File: src/rtl/pipeline_writeback.sv
// Writeback stage: result select, optional load extraction, registered regfile write, precise trap record, retire counter.
// Optional feature macro: PIPELINE_WB_LOAD_EXTEND_EN (sub-word load extraction with sign/zero fill).
module pipeline_writeback #(
    parameter int DATA_W    = 32,
    parameter int REG_IDX_W = 5,
    parameter int CNT_W     = 32
) (
    input  logic                 clk,
    input  logic                 rst_n,
    input  logic                 in_valid,
    input  logic [DATA_W-1:0]    pc,
    input  logic                 decode_exception,
    input  logic [2:0]           alu_exception,
    input  logic [2:0]           mem_exception,
    input  logic [REG_IDX_W-1:0] rd_index,
    input  logic                 regwrite_enable,
    input  logic                 memread_enable,
    input  logic                 memop_disable,
    input  logic [1:0]           mem_size,
    input  logic                 mem_signed,
    input  logic [1:0]           mem_addr_lo,
    input  logic [DATA_W-1:0]    alu_out,
    input  logic [DATA_W-1:0]    mem_out,
    output logic                 we,
    output logic [REG_IDX_W-1:0] windex,
    output logic [DATA_W-1:0]    win,
    output logic                 exc_valid,
    output logic [6:0]           exc_code,
    output logic [DATA_W-1:0]    exc_pc,
    input  logic                 exc_ack,
    output logic [CNT_W-1:0]     retire_count
);

    typedef enum logic {RUN = 1'b0, TRAP = 1'b1} state_t;

    state_t                 r_state;
    state_t                 w_state_nxt;
    logic [6:0]             w_exc;
    logic                   w_take_trap;
    logic                   w_accept_p0;
    logic                   w_do_write_p0;
    logic [DATA_W-1:0]      w_mem_val_p0;
    logic [DATA_W-1:0]      w_result_p0;

    logic                   r_we_p1;
    logic [REG_IDX_W-1:0]   r_windex_p1;
    logic [DATA_W-1:0]      r_win_p1;
    logic [6:0]             r_exc_code;
    logic [DATA_W-1:0]      r_exc_pc;
    logic [CNT_W-1:0]       r_retire_cnt;

`ifdef PIPELINE_WB_LOAD_EXTEND_EN
    function automatic logic [DATA_W-1:0] load_extend(
        input logic [DATA_W-1:0] raw,
        input logic [1:0]        size,
        input logic              sgn,
        input logic [1:0]        lo
    );
        logic [31:0]       sh;
        logic [DATA_W-1:0] res;
        res = raw;
        sh  = raw[31:0];
        case (size)
            2'b00: begin
                sh  = raw[31:0] >> {lo, 3'b000};
                res = {{(DATA_W-8){sgn & sh[7]}}, sh[7:0]};
            end
            2'b01: begin
                sh  = raw[31:0] >> {lo[1], 4'b0000};
                res = {{(DATA_W-16){sgn & sh[15]}}, sh[15:0]};
            end
            default: res = raw;
        endcase
        return res;
    endfunction

    assign w_mem_val_p0 = load_extend(mem_out, mem_size, mem_signed, mem_addr_lo);
`else
    logic w_unused_load;
    assign w_unused_load = ^{mem_size, mem_signed, mem_addr_lo};
    assign w_mem_val_p0  = mem_out;
`endif

    assign w_exc         = {decode_exception, alu_exception, mem_exception};
    assign w_take_trap   = in_valid && (r_state == RUN) && (w_exc != 7'd0);
    assign w_accept_p0   = in_valid && (r_state == RUN) && (w_exc == 7'd0);
    assign w_do_write_p0 = w_accept_p0 && regwrite_enable && (rd_index != '0);
    assign w_result_p0   = (memread_enable && !memop_disable) ? w_mem_val_p0 : alu_out;

    always_comb begin
        w_state_nxt = r_state;
        case (r_state)
            RUN:  if (w_take_trap) w_state_nxt = TRAP;
            TRAP: if (exc_ack)     w_state_nxt = RUN;
        endcase
    end

    always_ff @(posedge clk or negedge rst_n) begin
        if (!rst_n) begin
            r_state <= RUN;
        end else begin
            r_state <= w_state_nxt;
        end
    end

    // p0 -> p1: acceptance edge; write port and trap record are registered here
    always_ff @(posedge clk or negedge rst_n) begin
        if (!rst_n) begin
            r_we_p1      <= 1'b0;
            r_windex_p1  <= '0;
            r_win_p1     <= '0;
            r_exc_code   <= '0;
            r_exc_pc     <= '0;
            r_retire_cnt <= '0;
        end else begin
            r_we_p1 <= w_do_write_p0;
            if (w_do_write_p0) begin
                r_windex_p1 <= rd_index;
                r_win_p1    <= w_result_p0;
            end
            if (w_take_trap) begin
                r_exc_code <= w_exc;
                r_exc_pc   <= pc;
            end
            if (w_accept_p0) begin
                r_retire_cnt <= r_retire_cnt + CNT_W'(1);
            end
        end
    end

    assign we           = r_we_p1;
    assign windex       = r_windex_p1;
    assign win          = r_win_p1;
    assign exc_valid    = (r_state == TRAP);
    assign exc_code     = r_exc_code;
    assign exc_pc       = r_exc_pc;
    assign retire_count = r_retire_cnt;

endmodule
File: config.mk
export PLATFORM = sky130hd
export DESIGN_NAME = pipeline_writeback
export DESIGN_NICKNAME = d
export VERILOG_FILES = /design/src/rtl/pipeline_writeback.sv
export SDC_FILE = /design/constraint.sdc
export NUM_CORES = 1
export LEC_CHECK = 0
export ABC_CLOCK_PERIOD_IN_PS = 1900
export BUFFER_PORTS_ARGS = -buffer_cell sky130_fd_sc_hd__buf_2
export CELL_PAD_IN_SITES_DETAIL_PLACEMENT = 1
export CELL_PAD_IN_SITES_GLOBAL_PLACEMENT = 1
export CORE_MARGIN = 8
export CORE_UTILIZATION = 34
export CTS_BUF_LIST = sky130_fd_sc_hd__clkbuf_8
export CTS_CLUSTER_DIAMETER = 120
export CTS_CLUSTER_SIZE = 25
export DETAILED_ROUTE_END_ITERATION = 8
export PLACE_DENSITY_LB_ADDON = 0.08
export SYNTH_ARGS = -nofsm -noshare
export SYNTH_HDL_FRONTEND = slang
export SYNTH_SLANG_ARGS = --single-unit
File: constraint.sdc
create_clock -name clk -period 1.9 [get_ports clk]
set_clock_uncertainty 0.2 [all_clocks]
set_input_delay 0.285 -clock clk [delete_from_list [all_inputs] [get_ports clk]]
set_output_delay 0.285 -clock clk [all_outputs]
set_load 0.02 [all_outputs]
# Yosys cells after proc, flatten, opt, wreduce, memory -nomap -nowiden
# Index checks and enable logic that the tools add are counted.
# op_classes
n_reduce_logical	10
mux	4
add_sub_neg	1
bitwise_logic	1
# op_table
op	count
32-bit by 1-bit adder with 32-bit output, second input constant	1
32-bit two-way mux	1
7-bit logical NOT	1
7-bit nonzero test	1
1-bit logical AND	6
5-bit nonzero test	1
1-bit two-way mux	2
1-bit one-hot mux with 2 select lines	1
1-bit logical NOT	1
1-bit inverter	1
# word_totals
output_inout_bits	110
reg_bits	110
input_bits	120
wordCells	23

# Longest topological paths before layout
# logic_depth
depth_word	5
mapped_depth	6
mapped_depth_nobuf	5

# Worst setup path before layout
# No wires, ideal clock.
# synth_timing
path_kind	reg2reg
start	register r_retire_cnt[0], in the netlist retire_count[0]
end	register r_retire_cnt[26], in the netlist retire_count[26]
n_path_buf	1
synth_period_minus_slack_ns	2.138
arrival_ns	1.858
setup_ns	0.080
required_time_ns	1.620
setup_slack_ns	-0.238
path_stages_with_launch	7
cell_sequence	dfrtp_1 > ha_1 > nand2_1 > or4_4 > buf_6 > nor4_4 > xor2_1
# synth_via
elab_chain_cells	1
# synth_rtl
item	line	rtl
from (decl)	50	logic [CNT_W-1:0] r_retire_cnt;
from (signal assigned)	126	r_retire_cnt <= r_retire_cnt + CNT_W'(1);
32-bit by 1-bit adder with 32-bit output	126	
# Every way passes these cells.
# A chain may end at the register's enable or synchronous reset.

# Worst setup path in the final report
# Same ends and word-level chain as after synthesis.

==> impl_metrics.env <==
export IMPL_io_pins=230
export IMPL_clkPwrFrac_pct=28.6
export IMPL_reg2reg_to="retire_count[26]"
export IMPL_muxShareOfSynthArea_pct=24.2
export IMPL_num_vias=4021
export IMPL_cts_tree="yes"
export IMPL_antenna_found_initial=0
export IMPL_r2r_cells=6
export IMPL_grt_pass1_vias=4614
export IMPL_wl_um=15800
export IMPL_drive_gt1_share_pct=63.6
export IMPL_routed_via_density=4.74
export IMPL_ant_nets=0
export IMPL_drc=0
export IMPL_cp_required_ps=2000
export IMPL_synth_seq_cells=110
export IMPL_met3_usage_pct=7.67
export IMPL_synth_simple_area_share_pct=12.0
export IMPL_worst_slack_ps=-13.8
export IMPL_port_buffers=224
export IMPL_clockBufferDepth=2
export IMPL_cp_max_fo=3
export IMPL_gr_usage_all_layers_pct=17.0
export IMPL_clock_sinks=110
export IMPL_violations="negative setup slack"
export IMPL_fin_nets=780
export IMPL_cts_root_buf="clkbuf_8"
export IMPL_met1_usage_pct=17.7
export IMPL_r2r_start="retire_count[0]"
export IMPL_synthesis_nets=477
export IMPL_irDropWorstVdd_uv=430
export IMPL_clkLatencyLatePin_ps=370
export IMPL_synthXorXnorAreaFrac_pct=5.45
export IMPL_synth_top_family_by_area="multiplexers"
export IMPL_cts_buffers=9
export IMPL_clk_pin_slew_ps=100
export IMPL_setup_viol=1
export IMPL_ys_seq_area_share_pct=55.2
export IMPL_initial_core_util_pct=34.6
export IMPL_multiInputGateArea_um2=2260
export IMPL_cts_max_level=3
export IMPL_ys_types=34
export IMPL_antenna_cells=0
export IMPL_max_slew_margin_pct=70.1
export IMPL_grt_max_degree=63
export IMPL_cp_end_kind="flop"
export IMPL_overflow=0
export IMPL_fmax_ghz=0.523
export IMPL_cp_start_kind="flop"
export IMPL_netlist_area_um2=4980
export IMPL_first_iter_violations=88
export IMPL_synth_edff_count=0
export IMPL_status="finished, violations left"
export IMPL_switching_share_pct=28.6
export IMPL_syn_area_per_cell_um2=14.0
export IMPL_fin_crit_sh_pct=101
export IMPL_synth_flop_cell="dfrtp_1"
export IMPL_hpwl_um=11700
export IMPL_period_minus_slack_ps=1910
export IMPL_row_count=44
export IMPL_grt_use_met2_pct=29.6
export IMPL_ys_warn_count=0
export IMPL_power_switching_uw=1580
export IMPL_synth_cells=356
export IMPL_syn_to_final_growth_pct=50.3
export IMPL_hold_viol_final=0
export IMPL_reg2reg_slack_ps=-10
export IMPL_p_total_uw=5530
export IMPL_fp_dieH_um=137
export IMPL_synth_compound_area_share_pct=0.577
export IMPL_arrival_ps=2020
export IMPL_ff_latch_area_um2=2770
export IMPL_fillers=1530
export IMPL_power_frac_seq_pct=48.5
export IMPL_place_ws_ps=-247
export IMPL_critPathCapture="retire_count[26]"
export IMPL_worstMarginPinSlew_ps=448
export IMPL_synthArstFlopShare_pct=100
export IMPL_leakage_uw=0.00402
export IMPL_grt_pass1_wl_um=24800
export IMPL_slew_violations=0
export IMPL_internal_power_uw=3950
export IMPL_dr_pass1_iters=4
export IMPL_die_area_um2=18800
export IMPL_die_w_um=137
export IMPL_synthAdderAreaFrac_pct=0.251
export IMPL_gp_congestion=0.736
export IMPL_min_path_type="input port to flop"
export IMPL_critPathLaunch="retire_count[0]"
export IMPL_drv_cap=0
export IMPL_top_usage_layer="met2"
export IMPL_grt_setup_unrepaired="true"
export IMPL_coreArea_um2=14400
export IMPL_combPwrFrac_pct=22.9
export IMPL_wl_per_cell_um=18.6
export IMPL_critPathKind="flop to flop"
export IMPL_p_per_area_nw_per_um2=738
state kept, by name, indices dropped and copies added (netlist names):
| signal | count |
|---|---|
| exc_pc | 32 |
| windex | 5 |
| exc_valid | 1 |
| win | 32 |
| exc_code | 7 |
| we | 1 |
| retire_count | 32 |
power groups by stage:
| stage | Clock, uW | Sequential, uW | Combinational (uW) |
|---|---|---|---|
| 3_5_place_dp | 0 | 2730 | 1170 |
| 4_1_cts | 1660 | 2680 | 1250 |
| 5_1_grt | 1740 | 2710 | 1370 |
| 6_report | 1580 | 2680 | 1270 |
| 2_1_floorplan | 0 | 3010 | 325 |
| 3_3_place_gp | 0 | 2710 | 1150 |
synthesized netlist by cell type, drive strengths merged (3+ instances only):
cell / number / share of area (%)
nor3: 8 / 0.80
clkbuf: 9 / 0.68
mux2: 107 / 24
nor2: 5 / 0.53
nand2: 19 / 1.4
or4: 3 / 0.60
nand3: 7 / 0.80
and2: 3 / 0.38
and4: 4 / 0.70
dfrtp: 110 / 55
xor2: 26 / 4.6
xnor2: 5 / 0.88
buf: 8 / 1.4
nor4: 18 / 4.7
inv: 4 / 0.30
nand4: 10 / 1.4
how the worst min path moves through the flow:
stage                        to  cells after the start        start
finish                windex[1]                      3  rd_index[1]
global route          windex[1]                      3  rd_index[1]
detailed placement      win[21]                      1        rst_n
floorplan           exc_code[0]                      0        rst_n
CTS                   windex[1]                      3  rd_index[1]
global placement        win[21]                      1        rst_n
cell usage in the layout (no fill, tap or decap), types with 3 or more instances in the layout:
cell             n
and2_1           3
and4_1           4
buf_12           7
buf_2          223
buf_4           31
clkbuf_8        10
dfrtp_1        100
dfrtp_2         10
dlygate4sd3_1   45
inv_1            4
mux2_1           5
mux2_2         102
nand2_1         18
nand3_1          5
nand4_1          9
nor2_1           4
nor3_1           6
nor4_2           5
nor4_4          12
xnor2_1          5
xor2_1          26
kinds of logic (layout without fill, tap and decap cells):
| logic type | Yosys count | after routing |
|---|---|---|
| DFF | 110 | 110 |
| muxes | 107 | 107 |
| and+or+nand+nor | 82 | 82 |
| xor gates and xnor gates | 31 | 31 |
| buffers and inverters | 21 | 329 |
| AOI/OAI and AO/OA | 4 | 4 |
| adders and majority gates | 1 | 1 |
worst max-delay path, stage by stage, from the launching register on:
cell and delay [ps]:
dfrtp_2 440, ha_4 150, nand2_2 50, or4_4 470, buf_4 170, nor4_4 210
xor2_1 160
per-layer routing:
metal | wire length (um) | up-vias
met5 | 0 | -
met2 | 8250 | 138
met4 | 259 | 0
met3 | 1760 | 15
met1 | 5520 | 1992
li1 | - | 1876
metrics by stage:
step                setup TNS [ps]  area [um2]  std cells  utilization, %  hold WS, ps
finish                       -13.8        7490        848            51.9         42.7
global route                  -574        7490        848            51.9         15.2
global placement             -6840        6610        781            45.8        -18.2
floorplan                    -2140        5020        356               -         -211
detailed placement          -10030        6610        781            45.8        -15.6
CTS                          -49.5        7360        842            51.0         12.5
timing repair:
action | in CTS | in global routing
endpoints found under the setup margin | 10 | 26
resized for setup | 10 | 7
gates cloned | 0 | 2
hold buffers | 45 | 0
pin swaps | 2 | 7
hold endpoints to repair | 154 | 0
setup buffers | 0 | 4
final cells by class:
class                      count  share of cell area (%)
clock inverter                 6                    1.14
inverter                       4                   0.200
timing repair buffer         309                    26.7
tap                          184                    3.07
clock buffer                  10                    1.84
sequential                   110                    36.9
multi-input combinational    225                    30.1
(Power assumes the default switching activity.)
